--- src/rtl/max1452_seq_programmer_if.sv ---
// Control/status bundle between a host and the MAX1452 configuration sequencer.
// Signal prefixes are from the sequencer's point of view: i_* into it, o_* out of it.
interface max1452_seq_programmer_if #(
    parameter int unsigned AW     = 5,
    parameter int unsigned NUM_CH = 8,
    parameter int unsigned CW     = 3
);
    logic              i_cfg_we;
    logic [AW-1:0]     i_cfg_addr;
    logic [7:0]        i_cfg_wdata;
    logic [AW:0]       i_seq_len;
    logic [NUM_CH-1:0] i_ch_mask;
    logic              i_start;
    logic              i_abort;
    logic              o_rs_tx;
    logic [CW-1:0]     o_ch_sel;
    logic              o_unlock;
    logic              o_busy;
    logic              o_done;

    modport slave (
        input  i_cfg_we, i_cfg_addr, i_cfg_wdata, i_seq_len, i_ch_mask, i_start, i_abort,
        output o_rs_tx, o_ch_sel, o_unlock, o_busy, o_done
    );

    modport master (
        output i_cfg_we, i_cfg_addr, i_cfg_wdata, i_seq_len, i_ch_mask, i_start, i_abort,
        input  o_rs_tx, o_ch_sel, o_unlock, o_busy, o_done
    );
endinterface

--- src/rtl/max1452_seq_programmer.sv ---
// MAX1452 configuration sequencer: for each channel set in the mask, selects the mux
// channel, raises UNLOCK, waits a settle time and streams the loadable byte table out
// as 8N1 UART frames with an idle gap between bytes.
module max1452_seq_programmer #(
    parameter int unsigned CLKS_PER_BIT = 434,
    parameter int unsigned DEPTH        = 32,
    parameter int unsigned AW           = 5,
    parameter int unsigned NUM_CH       = 8,
    parameter int unsigned CW           = 3,
    parameter int unsigned GAP_CLKS     = 5000,
    parameter int unsigned SETTLE_CLKS  = 50000
) (
    input  logic                          clk,
    input  logic                          rst_n,
    max1452_seq_programmer_if.slave       bus
);
    localparam int unsigned CMAX0 = (CLKS_PER_BIT > GAP_CLKS) ? CLKS_PER_BIT : GAP_CLKS;
    localparam int unsigned CMAX  = (CMAX0 > SETTLE_CLKS) ? CMAX0 : SETTLE_CLKS;
    localparam int unsigned CNTW  = $clog2(CMAX + 1);

    typedef enum logic [2:0] {
        ST_IDLE, ST_SETTLE, ST_LOAD, ST_SEND, ST_GAP, ST_NEXT_CH, ST_FIN
    } state_t;

    state_t            r_state, w_state_nx;
    logic [CNTW-1:0]   r_cnt;
    logic [3:0]        r_bit;
    logic [AW-1:0]     r_idx;
    logic [AW:0]       r_len;
    logic [NUM_CH-1:0] r_mask;
    logic [CW-1:0]     r_ch;
    logic [9:0]        r_shift;
    logic [7:0]        r_mem [DEPTH];

    logic              w_go, w_bit_end, w_last_byte, w_addr_ok;
    logic              w_rs_tx, w_unlock, w_busy, w_done;
    logic [AW:0]       w_len_clamp;
    logic [NUM_CH-1:0] w_mask_rem;

    function automatic logic [CW-1:0] f_lowest(input logic [NUM_CH-1:0] m);
        f_lowest = '0;
        for (int unsigned i = NUM_CH; i > 0; i--) begin
            if (m[i-1]) f_lowest = CW'(i - 1);
        end
    endfunction

    generate
        if (DEPTH < (2 ** AW)) begin : g_addr_chk
            assign w_addr_ok = ({1'b0, bus.i_cfg_addr} < (AW+1)'(DEPTH));
        end else begin : g_addr_full
            assign w_addr_ok = 1'b1;
        end
    endgenerate

    assign w_len_clamp = (bus.i_seq_len > (AW+1)'(DEPTH)) ? (AW+1)'(DEPTH) : bus.i_seq_len;
    assign w_go        = bus.i_start && !bus.i_abort && (bus.i_seq_len != '0) && (bus.i_ch_mask != '0);
    assign w_bit_end   = (r_cnt == CNTW'(CLKS_PER_BIT - 1));
    assign w_last_byte = (({1'b0, r_idx} + 1'b1) >= r_len);
    assign w_mask_rem  = r_mask & ~(NUM_CH'(1) << r_ch);

    // Phase register.
    always_ff @(posedge clk or negedge rst_n) begin
        if (!rst_n) r_state <= ST_IDLE;
        else        r_state <= w_state_nx;
    end

    // Next-phase decode and state-derived outputs; abort overrides every transition.
    always_comb begin
        w_state_nx = r_state;
        w_rs_tx    = 1'b1;
        w_unlock   = 1'b0;
        w_busy     = 1'b1;
        w_done     = 1'b0;
        case (r_state)
            ST_IDLE: begin
                w_busy = 1'b0;
                if (bus.i_start) w_state_nx = w_go ? ST_SETTLE : ST_FIN;
            end
            ST_SETTLE: begin
                w_unlock = 1'b1;
                if (r_cnt == CNTW'(SETTLE_CLKS - 1)) w_state_nx = ST_LOAD;
            end
            ST_LOAD: begin
                w_unlock   = 1'b1;
                w_state_nx = ST_SEND;
            end
            ST_SEND: begin
                w_unlock = 1'b1;
                w_rs_tx  = r_shift[0];
                if (w_bit_end && (r_bit == 4'd9)) w_state_nx = w_last_byte ? ST_NEXT_CH : ST_GAP;
            end
            ST_GAP: begin
                w_unlock = 1'b1;
                if (r_cnt == CNTW'(GAP_CLKS - 1)) w_state_nx = ST_LOAD;
            end
            ST_NEXT_CH: begin
                w_state_nx = (w_mask_rem != '0) ? ST_SETTLE : ST_FIN;
            end
            ST_FIN: begin
                w_busy     = 1'b0;
                w_done     = 1'b1;
                w_state_nx = ST_IDLE;
            end
            default: w_state_nx = ST_IDLE;
        endcase
        if (bus.i_abort) w_state_nx = ST_IDLE;
    end

    // Phase counter, frame shifter, byte index and channel bookkeeping.
    always_ff @(posedge clk or negedge rst_n) begin
        if (!rst_n) begin
            r_cnt   <= '0;
            r_bit   <= '0;
            r_idx   <= '0;
            r_len   <= '0;
            r_mask  <= '0;
            r_ch    <= '0;
            r_shift <= '1;
        end else begin
            r_cnt <= (w_state_nx == r_state) ? r_cnt + 1'b1 : '0;
            case (r_state)
                ST_IDLE: begin
                    r_cnt <= '0;
                    r_idx <= '0;
                    if (w_go) begin
                        r_len  <= w_len_clamp;
                        r_mask <= bus.i_ch_mask;
                        r_ch   <= f_lowest(bus.i_ch_mask);
                    end
                end
                ST_LOAD: begin
                    r_shift <= {1'b1, r_mem[r_idx], 1'b0};
                    r_bit   <= '0;
                end
                // Stop bit is shifted in from the top so the line idles high after the frame.
                ST_SEND: if (w_bit_end) begin
                    r_cnt   <= '0;
                    r_bit   <= r_bit + 1'b1;
                    r_shift <= {1'b1, r_shift[9:1]};
                end
                ST_GAP: if (w_state_nx == ST_LOAD) r_idx <= r_idx + 1'b1;
                ST_NEXT_CH: begin
                    r_idx  <= '0;
                    r_mask <= w_mask_rem;
                    if (w_mask_rem != '0) r_ch <= f_lowest(w_mask_rem);
                end
                default: ;
            endcase
        end
    end

    // Byte table: host writes only while idle; contents survive reset.
    always_ff @(posedge clk) begin
        if (bus.i_cfg_we && !w_busy && w_addr_ok) r_mem[bus.i_cfg_addr] <= bus.i_cfg_wdata;
    end

    assign bus.o_rs_tx  = w_rs_tx;
    assign bus.o_ch_sel = r_ch;
    assign bus.o_unlock = w_unlock;
    assign bus.o_busy   = w_busy;
    assign bus.o_done   = w_done;
endmodule
--- src/flat_wrapper.sv ---
// flat-port wrapper written by rule: the top's interface ports become plain ports
module max1452_seq_programmer_flat 
#(
    parameter int unsigned CLKS_PER_BIT = 434,
    parameter int unsigned DEPTH        = 32,
    parameter int unsigned AW           = 5,
    parameter int unsigned NUM_CH       = 8,
    parameter int unsigned CW           = 3,
    parameter int unsigned GAP_CLKS     = 5000,
    parameter int unsigned SETTLE_CLKS  = 50000
)
  (clk, rst_n, bus_i_cfg_we, bus_i_cfg_addr, bus_i_cfg_wdata, bus_i_seq_len, bus_i_ch_mask, bus_i_start, bus_i_abort, bus_o_rs_tx, bus_o_ch_sel, bus_o_unlock, bus_o_busy, bus_o_done);
  max1452_seq_programmer_if #(.AW(AW), .NUM_CH(NUM_CH), .CW(CW)) bus_i ();
  input  logic clk;
  input  logic rst_n;
  input wire logic [$bits(bus_i.i_cfg_we)-1:0] bus_i_cfg_we;
  input wire logic [$bits(bus_i.i_cfg_addr)-1:0] bus_i_cfg_addr;
  input wire logic [$bits(bus_i.i_cfg_wdata)-1:0] bus_i_cfg_wdata;
  input wire logic [$bits(bus_i.i_seq_len)-1:0] bus_i_seq_len;
  input wire logic [$bits(bus_i.i_ch_mask)-1:0] bus_i_ch_mask;
  input wire logic [$bits(bus_i.i_start)-1:0] bus_i_start;
  input wire logic [$bits(bus_i.i_abort)-1:0] bus_i_abort;
  output wire logic [$bits(bus_i.o_rs_tx)-1:0] bus_o_rs_tx;
  output wire logic [$bits(bus_i.o_ch_sel)-1:0] bus_o_ch_sel;
  output wire logic [$bits(bus_i.o_unlock)-1:0] bus_o_unlock;
  output wire logic [$bits(bus_i.o_busy)-1:0] bus_o_busy;
  output wire logic [$bits(bus_i.o_done)-1:0] bus_o_done;
  assign bus_i.i_cfg_we = bus_i_cfg_we;
  assign bus_i.i_cfg_addr = bus_i_cfg_addr;
  assign bus_i.i_cfg_wdata = bus_i_cfg_wdata;
  assign bus_i.i_seq_len = bus_i_seq_len;
  assign bus_i.i_ch_mask = bus_i_ch_mask;
  assign bus_i.i_start = bus_i_start;
  assign bus_i.i_abort = bus_i_abort;
  assign bus_o_rs_tx = bus_i.o_rs_tx;
  assign bus_o_ch_sel = bus_i.o_ch_sel;
  assign bus_o_unlock = bus_i.o_unlock;
  assign bus_o_busy = bus_i.o_busy;
  assign bus_o_done = bus_i.o_done;
  max1452_seq_programmer #(.CLKS_PER_BIT(CLKS_PER_BIT), .DEPTH(DEPTH), .AW(AW), .NUM_CH(NUM_CH), .CW(CW), .GAP_CLKS(GAP_CLKS), .SETTLE_CLKS(SETTLE_CLKS)) u_core (.clk(clk), .rst_n(rst_n), .bus(bus_i));
endmodule
--- config.mk ---
export PLATFORM = sky130hd
export DESIGN_NAME = max1452_seq_programmer_flat
export DESIGN_NICKNAME = d
export VERILOG_FILES = /design/src/rtl/max1452_seq_programmer_if.sv /design/src/rtl/max1452_seq_programmer.sv /design/src/flat_wrapper.sv
export SDC_FILE = /design/constraint.sdc
export NUM_CORES = 1
export LEC_CHECK = 0
export ABC_AREA = 1
export BUFFER_PORTS_ARGS = -buffer_cell sky130_fd_sc_hd__buf_2
export CAP_MARGIN = 15
export CORE_ASPECT_RATIO = 1.25
export CORE_UTILIZATION = 62
export DETAILED_ROUTE_END_ITERATION = 8
export PLACE_DENSITY = 0.8
export SYNTH_ARGS = -nofsm -noshare
export SYNTH_HDL_FRONTEND = slang
export SYNTH_SLANG_ARGS = --single-unit
--- constraint.sdc ---
create_clock -name clk -period 3.4 [get_ports clk]
set_clock_uncertainty 0.15 [all_clocks]
set_input_delay 0.68 -clock clk [delete_from_list [all_inputs] [get_ports clk]]
set_output_delay 0.68 -clock clk [all_outputs]
set_load 0.005 [all_outputs]
# After elaboration in Yosys (flattened, before gate mapping)
# Memory sizes are Yosys's and may differ from the RTL's.
# Cells that the tools add are included.
# W data, S select, Z words.
[totals] register_bits=55 n_memories=1 ramBits=256 inputBits=32 output_inout_bits=7 word_cells=101
[memory_table] name="u_core.r_mem" words=32 word_bits=8 read_ports=1 rd_ports_with_merged_regs=0 wr=1 line_no="max1452_seq_programmer.sv:33" source="logic [7:0] r_mem [DEPTH];"
[op_classes] order_cmp=2 addsub=4 reduce_logical=21 n_mux=46 n_bitwise=2 n_eq_ne=16 n_shift=1
[ops] cell="$mux W3" count=25
[ops] cell="$mux W16" count=2
[ops] cell="$pmux W16 S2" count=1
[ops] cell="$pmux W10 S2" count=1
[ops] cell="$pmux W3 S6" count=1
[ops] cell="$add A16 B1 Y16 const B" count=1
[ops] cell="$eq A16 B13 Y1 const B" count=1
[ops] cell="$eq A16 B16 Y1 const B" count=1
[ops] cell="$eq A16 B9 Y1 const B" count=1
[ops] cell="$pmux W8 S2" count=1
[ops] cell="$reduce_bool A8 Y1" count=2
[ops] cell="$mux W10" count=1
[ops] cell="$pmux W5 S2" count=1
[ops] cell="$eq A3 B2 Y1 const B" count=3
[ops] cell="$eq A3 B3 Y1 const B" count=3
[ops] cell="$and A8 B8 Y8" count=1
[ops] cell="$mux W8" count=1
[ops] cell="$ne A2 B1 Y1 const B" count=4
[ops] cell="$not A8 Y8" count=1
[ops] cell="$pmux W4 S2" count=1
[ops] cell="$reduce_and A2 Y1" count=4
[ops] cell="$shl A1 B3 Y8 const A" count=1
[ops] cell="$mux W1" count=7
[ops] cell="$add A5 B1 Y6 const B" count=1
[ops] cell="19 further kinds" count=26

# Logic depth before layout (Yosys ltp)
# Gate-level depths: netlist of the first run.
[depth] word_depth=13 depth_mapped=17 depth_no_buf=14

# Worst setup path before layout of the first run
# OpenSTA, ideal clock, no wires.
[synth_path] path_type="reg-to-reg" start="register u_core.r_idx[0]" end="register u_core.r_cnt[6]" synth_period_minus_slack_ns=2.756 required_ns=3.126 slack_ns=0.644 arrival_ns=2.483 path_buffers=3 setup_time_ns=0.124 path_stages_with_launch=18 cell_sequence="dfrtp_1 buf_2 clkbuf_1 nand3_1 xor2_1 inv_1 ha_1 nand2_1 nand2_1 a21oi_1 nand2_1 o21ai_0 nand3_1 nand2_1 nand2_1 nand2_2 buf_6 nor3_2"
[synth_via] elab_chain_len=10
[synth_lines] item="start, declared" line_no="max1452_seq_programmer.sv:28" source="logic [AW-1:0] r_idx;"
[synth_lines] item="start signal, assigned" line_no="max1452_seq_programmer.sv:141" source="ST_GAP: if (w_state_nx == ST_LOAD) r_idx <= r_idx + 1'b1;"
[synth_lines] item="$add A5 B1 Y6 *" line_no="max1452_seq_programmer.sv:58" source="assign w_last_byte = (({1'b0, r_idx} + 1'b1) >= r_len);"
[synth_lines] item="$ge A6 B6 Y1 *" line_no="max1452_seq_programmer.sv:58"
[synth_lines] item="$mux W1 *" line_no="max1452_seq_programmer.sv:90" source="if (w_bit_end && (r_bit == 4'd9)) w_state_nx = w_last_byte ? ST_NEXT_CH : ST_GAP;"
[synth_lines] item="$mux W3 *" line_no="max1452_seq_programmer.sv:90"
[synth_lines] item="$pmux W3 S6 *" line_no="max1452_seq_programmer.sv:74" source="case (r_state)"
[synth_lines] item="$mux W3 *" line_no="max1452_seq_programmer.sv:106" source="if (bus.i_abort) w_state_nx = ST_IDLE;"
[synth_lines] item="$eq A3 B3 Y1 *" line_no="max1452_seq_programmer.sv:120" source="r_cnt <= (w_state_nx == r_state) ? r_cnt + 1'b1 : '0;"
[synth_lines] item="$mux W16 *" line_no="max1452_seq_programmer.sv:120"
[synth_lines] item="$mux W16" line_no="max1452_seq_programmer.sv:136" source="ST_SEND: if (w_bit_end) begin"
[synth_lines] item="$pmux W16 S2 *" line_no="max1452_seq_programmer.sv:121" source="case (r_state)"
[synth_lines] item="end signal, assigned" line_no="max1452_seq_programmer.sv:120"
[synth_lines] item="end, declared" line_no="max1452_seq_programmer.sv:26" source="logic [CNTW-1:0] r_cnt;"
# Mark *: on every way between the ends. The rest lies on a longest branch, timed or not.
# A chain may end at the register's enable or synchronous reset.

# Worst setup path in the final report of the first run
[layout_path] start="register u_core.r_idx[0]" end="register u_core.r_cnt[8]"
# The elaborated chain is that of the path after synthesis.

==> run_results.csv, run 1 <==
group,metric,value,unit
cells_and_area,area_growth,9.97,%
die,die_y,167,um
clock_tree,cts_setup_buffers,0,
routing,totalWireLength,30.5,mm
timing,slew_headroom,43.8,%
placed_design,io_buffers,38,
clock_tree,clock-root-buffer,"clkbuf_16",
timing,hold_viol,0,
setup_path,crit_type,"reg2reg",
cells_and_area,fin_cells,1571,
setup_path,crit_chain,"buf_4, ha_1, inv_1, nand2_1, nand2_1, nand2_1, nand2_1, nand2_1, o21ai_0, nand3_1, nand2_1, nand2_1, nand2_2, nor3_1",
clock_tree,cts_sinks,310,
setup_path,rrSetupSlack,0.47,ns
routing,via_per_inst,6.10,
pwr,p_clk_share,35.0,%
logic_synthesis,syn_avg_cell_area,11.0,sq um
die,core-area,21500,sq um
worst_hold_path,whs_path_depth,3,
setup_path,crit_slowest_cell,"buf_4",
routing,firstDrtPassIters,7,
logic_synthesis,netlist_area,13500,sq um
timing,report.final.slew_viol_count,0,
timing,fin_crit_sh,86.3,%
cells_and_area,diodes,0,
setup_path,path_max_fanout,78,
pwr,p_int,6.27,mW
setup_path,crit_top_cell,"nand2_1",
cells_and_area,layout_commonest_cell,"nor2_1",
cells_and_area,final_cell_mix,"260 x nor2_1, 256 x edfxtp_1, 157 x o21ai_0",
global_routing,grt_pass1_wl,47.9,mm
timing,setup_ws,0.467,ns
global_routing,antenna_found_initial,0,
setup_path,crit_path_max_incr_delay,0.64,ns
die,die_area,22400,sq um
global_routing,grt-ovfl-total,0,
placed_design,place_ws,0.492,ns
logic_synthesis,synth.largest_area_cell,"edfxtp_1",
timing,period_minus_slack,2.93,ns
clock_tree,cts_max_level,1,
setup_path,arrival,3.19,ns
pwr,combPwrFrac,12.4,%
timing,setup_tns,0,ns
placed_design,hpwlAfterDp,19.0,mm
pwr,switching_power,2.19,mW
global_routing,grt_max_degree,79,
global_routing,grt_pass1_vias,9183,
cells_and_area,final_nets,1314,
setup_path,critPathRequiredTime,3.66,ns
clock_tree,cts_tree,"built",
die,io_pins,39,
timing,fmax,0.341,GHz
setup_path,cp-end-kind,"flip-flop",
logic_synthesis,seq_area_frac_synth,66.9,%
logic_synthesis,synth-edff-count,256,
worst_hold_path,worstHoldStart,"bus_i_seq_len[2]",
clock_tree,cts_resized,0,
run_status,outcome,"complete, no violations",
clock_tree,clk_path_buf_depth,3,
routing,vias,9579,
logic_synthesis,synthTopCellsByArea,"edfxtp_1 57%, dfrtp_1 8.3%, nor2_1 7.2%",
logic_synthesis,synthFlopType,"edfxtp_1",
logic_synthesis,synth.top_cell.area_share,56.8,%
logic_synthesis,synthCells,1235,
pwr,p_sw_share,25.9,%
clock_tree,cts_buffers,29,
logic_synthesis,synth-seq-cells,310,
die,std_cell_rows,60,
pwr,power_frac_seq,52.6,%
die,start_util,63.0,%
clock_tree,clk_latency,0.56,ns
worst_hold_path,whs_endpoint,"u_core.r_len[2]",
placed_design,place_congestion,0.895,
timing,rsz0062_at_grt,"no",
setup_path,r2r_end,"u_core.r_cnt[8]",
cells_and_area,drive_above_1_share,11.6,%
global_routing,track_usage,27.7,%
routing,wl_per_cell,19.4,um
placed_design,place_inst,1518,
pwr,ir_worst_vdd,0.462,mV
routing,antenna_left,0,
logic_synthesis,async_flop_share,17.4,%
logic_synthesis,yosysUniqueCellTypes,40,
setup_path,rr_startpoint,"u_core.r_idx[0]",
routing,first_iter_violations,952,
setup_path,worstSetupStartpointType,"flip-flop",
timing,setup_viol,0,
pwr,cellLeakagePower,5.33,nW
logic_synthesis,synth_warnings,0,
worst_hold_path,hold_class,"in2reg",
setup_path,r2r_cells,14,
cells_and_area,fin_util,69.3,%
pwr,power_density,568,nW/um^2
timing,worst_pin_slew,0.840,ns
die,die_w,134,um
clock_tree,clk_pin_slew,0.07,ns
run,max_cap_viol_count,0,
routing,drc_errors,0,
logic_synthesis,syn_nets,1278,
-- cell type report --
| class | instances | area [sq um] |
|---|---|---|
| Multi-Input combinational cell | 802 | 4000 |
| Fill cell | 1549 | 6590 |
| Clock buffer | 34 | 744 |
| Timing Repair Buffer | 61 | 365 |
| Tap cell | 279 | 349 |
| Inverter | 67 | 251 |
| Sequential cell | 310 | 9050 |
| Clock inverter | 18 | 115 |
-- metal layers --
layer  up-vias  part of all wire, %  track usage [%]
met3        72                  6.5             3.69
met2       402                   51             47.7
met1      4634                   39             35.6
li1       4471                    -                -
met5         -                    0                0
met4         0                  3.3             10.8
-- kinds of logic (layout without fill, tap and decap cells) --
group,count (synthesis),count (layout),synth area share [%]
buffers and inverters,123,180,3.55
XOR/XNOR,5,5,0.324
AND/OR/NAND/NOR,522,522,16.7
adder cells (fa/ha/maj),11,11,1.02
multiplexers,1,1,0.0740
AO/OA/AOI/OAI,263,263,11.5
flip-flops,310,310,66.9
-- power by group through the flow --
stage | clock network, mW | registers, mW | logic (mW)
2_1_floorplan | 0 | 4.49 | 0.749
3_3_place_gp | 0 | 4.51 | 1.01
3_5_place_dp | 0 | 4.52 | 1.04
4_1_cts | 2.98 | 4.44 | 1.05
5_1_grt | 3.14 | 4.46 | 1.19
6_report | 2.96 | 4.45 | 1.05
-- worst max-delay path, delay by kind of cell (launching register included) --
kind                       cells  cell delay (ns)
AOI/OAI and AO/OA              1             0.16
adders and majority gates      1             0.37
buffers and inverters          2             0.69
DFF                            1             0.44
and+or+nand+nor               10             0.97
-- sequential cells by signal, summed over array words and instances, names as in the netlist --
name,flops
u_core.r_bit,4
u_core.r_cnt,16
u_core.r_mem,256
u_core.r_mask,8
u_core.r_state,3
u_core.r_shift,9
u_core.r_len,6
u_core.bus.o_ch_sel,3
u_core.r_idx,5
-- metrics by stage --
step	cell area [sq um]	hold WS (ns)	power (mW)
finish	14900	0.218	8.46
global route	14900	0.235	8.79
CTS	14900	0.213	8.48
detailed placement	14000	0.338	5.57
global placement	14000	0.327	5.52
floorplan	13500	0.234	5.24
-- synth_stat cells, drive strengths merged (15+ instances only) --
master,n
o21ai,160
nor3,25
clkbuf,43
dfrtp,45
edfxtp,256
o211ai,48
nor2,266
a21oi,15
inv,63
o221ai,20
nand2,128
nand3,87
-- what timing repair did --
| action | in CTS | in global routing |
|---|---|---|
| endpoints found under the setup margin | 0 | 0 |
| hold buffers | 1 | 0 |
| hold endpoints to repair | 9 | 0 |
-- worst max path at each step --
stage | startpoint | endpoint | slack (ns) | cells after the start
floorplan | u_core.r_idx[0] | u_core.r_cnt[6] | 0.64 | 17
global placement | u_core.r_idx[0] | u_core.r_cnt[12] | 0.56 | 14
detailed placement | u_core.r_idx[0] | u_core.r_cnt[8] | 0.49 | 14
CTS | u_core.r_idx[0] | u_core.r_cnt[8] | 0.46 | 14
global route | u_core.r_idx[0] | u_core.r_cnt[4] | 0.20 | 14
finish | u_core.r_idx[0] | u_core.r_cnt[8] | 0.47 | 14
Power figures use the tool's default switching activity.
==> inputs of run 2 (changes only) <==
Settings changed: PLACE_DENSITY 0.8 to 0.79.
==> run 2 against run 1 <==
Effect of this change:
- register-to-register slack worse by 0.02 ns
- final cell count up 0.13%
- largest cell class unchanged
- worst setup slack worse by 0.022 ns
==> run_results.csv, run 2 (same netlist as run 1, synthesis figures left out) <==
group,metric,value,unit
run_status,outcome,"complete, no violations",
setup_path,r2r_cells,14,
worst_hold_path,hold_class,"in2async",
cells_and_area,top_regs,"u_core.r_mem: 256 flops, u_core.r_cnt: 16 flops, u_core.r_shift: 9 flops",
timing,report.final.slew_viol_count,0,
cells_and_area,final_cell_mix,"260 x nor2_1, 256 x edfxtp_1, 157 x o21ai_0",
pwr,cellLeakagePower,5.37,nW
setup_path,crit_type,"reg2reg",
routing,firstDrtPassIters,5,
routing,vias,9379,
clock_tree,cts_max_level,1,
placed_design,place_inst,1521,
setup_path,crit_top_cell,"nand2_1",
cells_and_area,layout_commonest_cell,"nor2_1",
setup_path,rrSetupSlack,0.44,ns
timing,worst_pin_slew,1.01,ns
timing,fin_crit_sh,86.9,%
clock_tree,clk_pin_slew,0.06,ns
clock_tree,clock-root-buffer,"clkbuf_16",
clock_tree,cts_buffers,29,
cells_and_area,multiInputGateArea,4000,sq um
setup_path,rr_startpoint,"u_core.r_idx[1]",
routing,m1WireLength,11.6,mm
timing,setup_viol,0,
die,die_y,167,um
routing,via_per_inst,5.96,
cells_and_area,top_register,"u_core.r_mem",
placed_design,hpwlAfterDp,18.2,mm
die,std_cell_rows,60,
die,core-area,21500,sq um
setup_path,crit_slowest_cell,"dfrtp_1",
setup_path,path_buf_inv,1,
global_routing,grt_pass1_vias,8992,
placed_design,io_buffers,38,
cells_and_area,drive_above_1_share,12.0,%
global_routing,grt_max_degree,130,
global_routing,antenna_found_initial,0,
pwr,ir_worst_vdd,0.420,mV
die,die_w,134,um
routing,wl_per_cell,18.9,um
clock_tree,cts_sinks,310,
setup_path,crit_path_max_incr_delay,0.61,ns
die,io_pins,39,
timing,timing.hold.ws,0.143,ns
timing,slew_headroom,32.9,%
routing,routed.top_layer,"met4",
clock_tree,clk_latency,0.54,ns
timing,period_minus_slack,2.96,ns
timing,fmax,0.338,GHz
pwr,totalPowerFinal,8.59,mW
timing,hold_viol,0,
cells_and_area,fill_cells,1529,
run,max_cap_viol_count,0,
routing,wl_met3,1.97,mm
placed_design,place_congestion,0.916,
global_routing,grt_pass1_wl,46.9,mm
clock_tree,cts_resized,0,
routing,drc_errors,0,
global_routing,track_usage,27.0,%
clock_tree,cts_setup_buffers,0,
routing,totalWireLength,29.7,mm
die,start_util,63.0,%
setup_path,path_max_fanout,16,
routing,first_iter_violations,867,
setup_path,r2r_end,"u_core.r_cnt[4]",
setup_path,worstSetupStartpointType,"flip-flop",
routing,antenna_left,0,
timing,setup_tns,0,ns
cells_and_area,area_growth,10.7,%
cells_and_area,diodes,0,
pwr,power_density,574,nW/um^2
setup_path,cp-startpoint,"u_core.r_idx[1]",
cells_and_area,fin_util,69.7,%
clock_tree,clk_path_buf_depth,3,
cells_and_area,regArea,9050,sq um
setup_path,cp-end-kind,"flip-flop",
setup_path,cp_top_family,"simple AND/OR/NAND/NOR gates",
global_routing,grt-ovfl-total,0,
cells_and_area,final_nets,1316,
die,die_area,22400,sq um
clock_tree,cts_tree,"built",
cells_and_area,largest_register_ffs,256,
timing,rsz0062_at_grt,"no",
setup_path,crit_chain,"ha_1, nand3_1, xor2_1, ha_1, nand2_1, inv_1, a21oi_1, nand2_1, o21ai_0, nand3_1, nand2_1, nand2_1, nand2_2, nor3_1",
setup_path,critPathRequiredTime,3.65,ns
setup_path,arrival,3.21,ns
clock_tree,ctsHoldBuffers,0,
cells_and_area,fin_cells,1573,
routing,dr_wl_met2,15.1,mm
==> run 2: routing by layer <==
| layer | global-route usage (%) | vias to the layer above |
|---|---|---|
| li1 | - | 4484 |
| met1 | 34.8 | 4454 |
| met2 | 46.3 | 367 |
| met3 | 3.24 | 74 |
| met4 | 12.0 | 0 |
| met5 | 0 | - |
==> run 2: final cells by class <==
class | instances | area share, %
Sequential cell | 310 | 60.5
Multi-Input combinational cell | 802 | 26.7
Clock buffer | 33 | 4.95
Timing Repair Buffer | 63 | 2.69
Tap cell | 279 | 2.33
Inverter | 67 | 1.68
Clock inverter | 19 | 1.16
==> run 2: how the worst max path moves through the flow <==
stage / end / slack (ns) / cells past startpoint
after detailed placement: u_core.r_cnt[11] / 0.49 / 14
after CTS: u_core.r_cnt[4] / 0.47 / 14
final: u_core.r_cnt[4] / 0.44 / 14
after global routing: u_core.r_cnt[11] / 0.15 / 13
after floorplan: u_core.r_cnt[6] / 0.64 / 17
after global placement: u_core.r_cnt[12] / 0.55 / 14
==> run 2: power by group <==
part           internal [mW]  switching, mW  total (mW)
combinational          0.304          0.743        1.05
sequential              4.33          0.115        4.44
clock                   1.78           1.32        3.10
total                   6.41           2.18        8.59
==> run 2: metrics by stage <==
step                      setup WS [ns]  cell area, sq um
after CTS                         0.467             15000
after global routing              0.154             15000
final                             0.445             15000
after floorplan                   0.644             13500
after global placement            0.546             14100
after detailed placement          0.488             14100
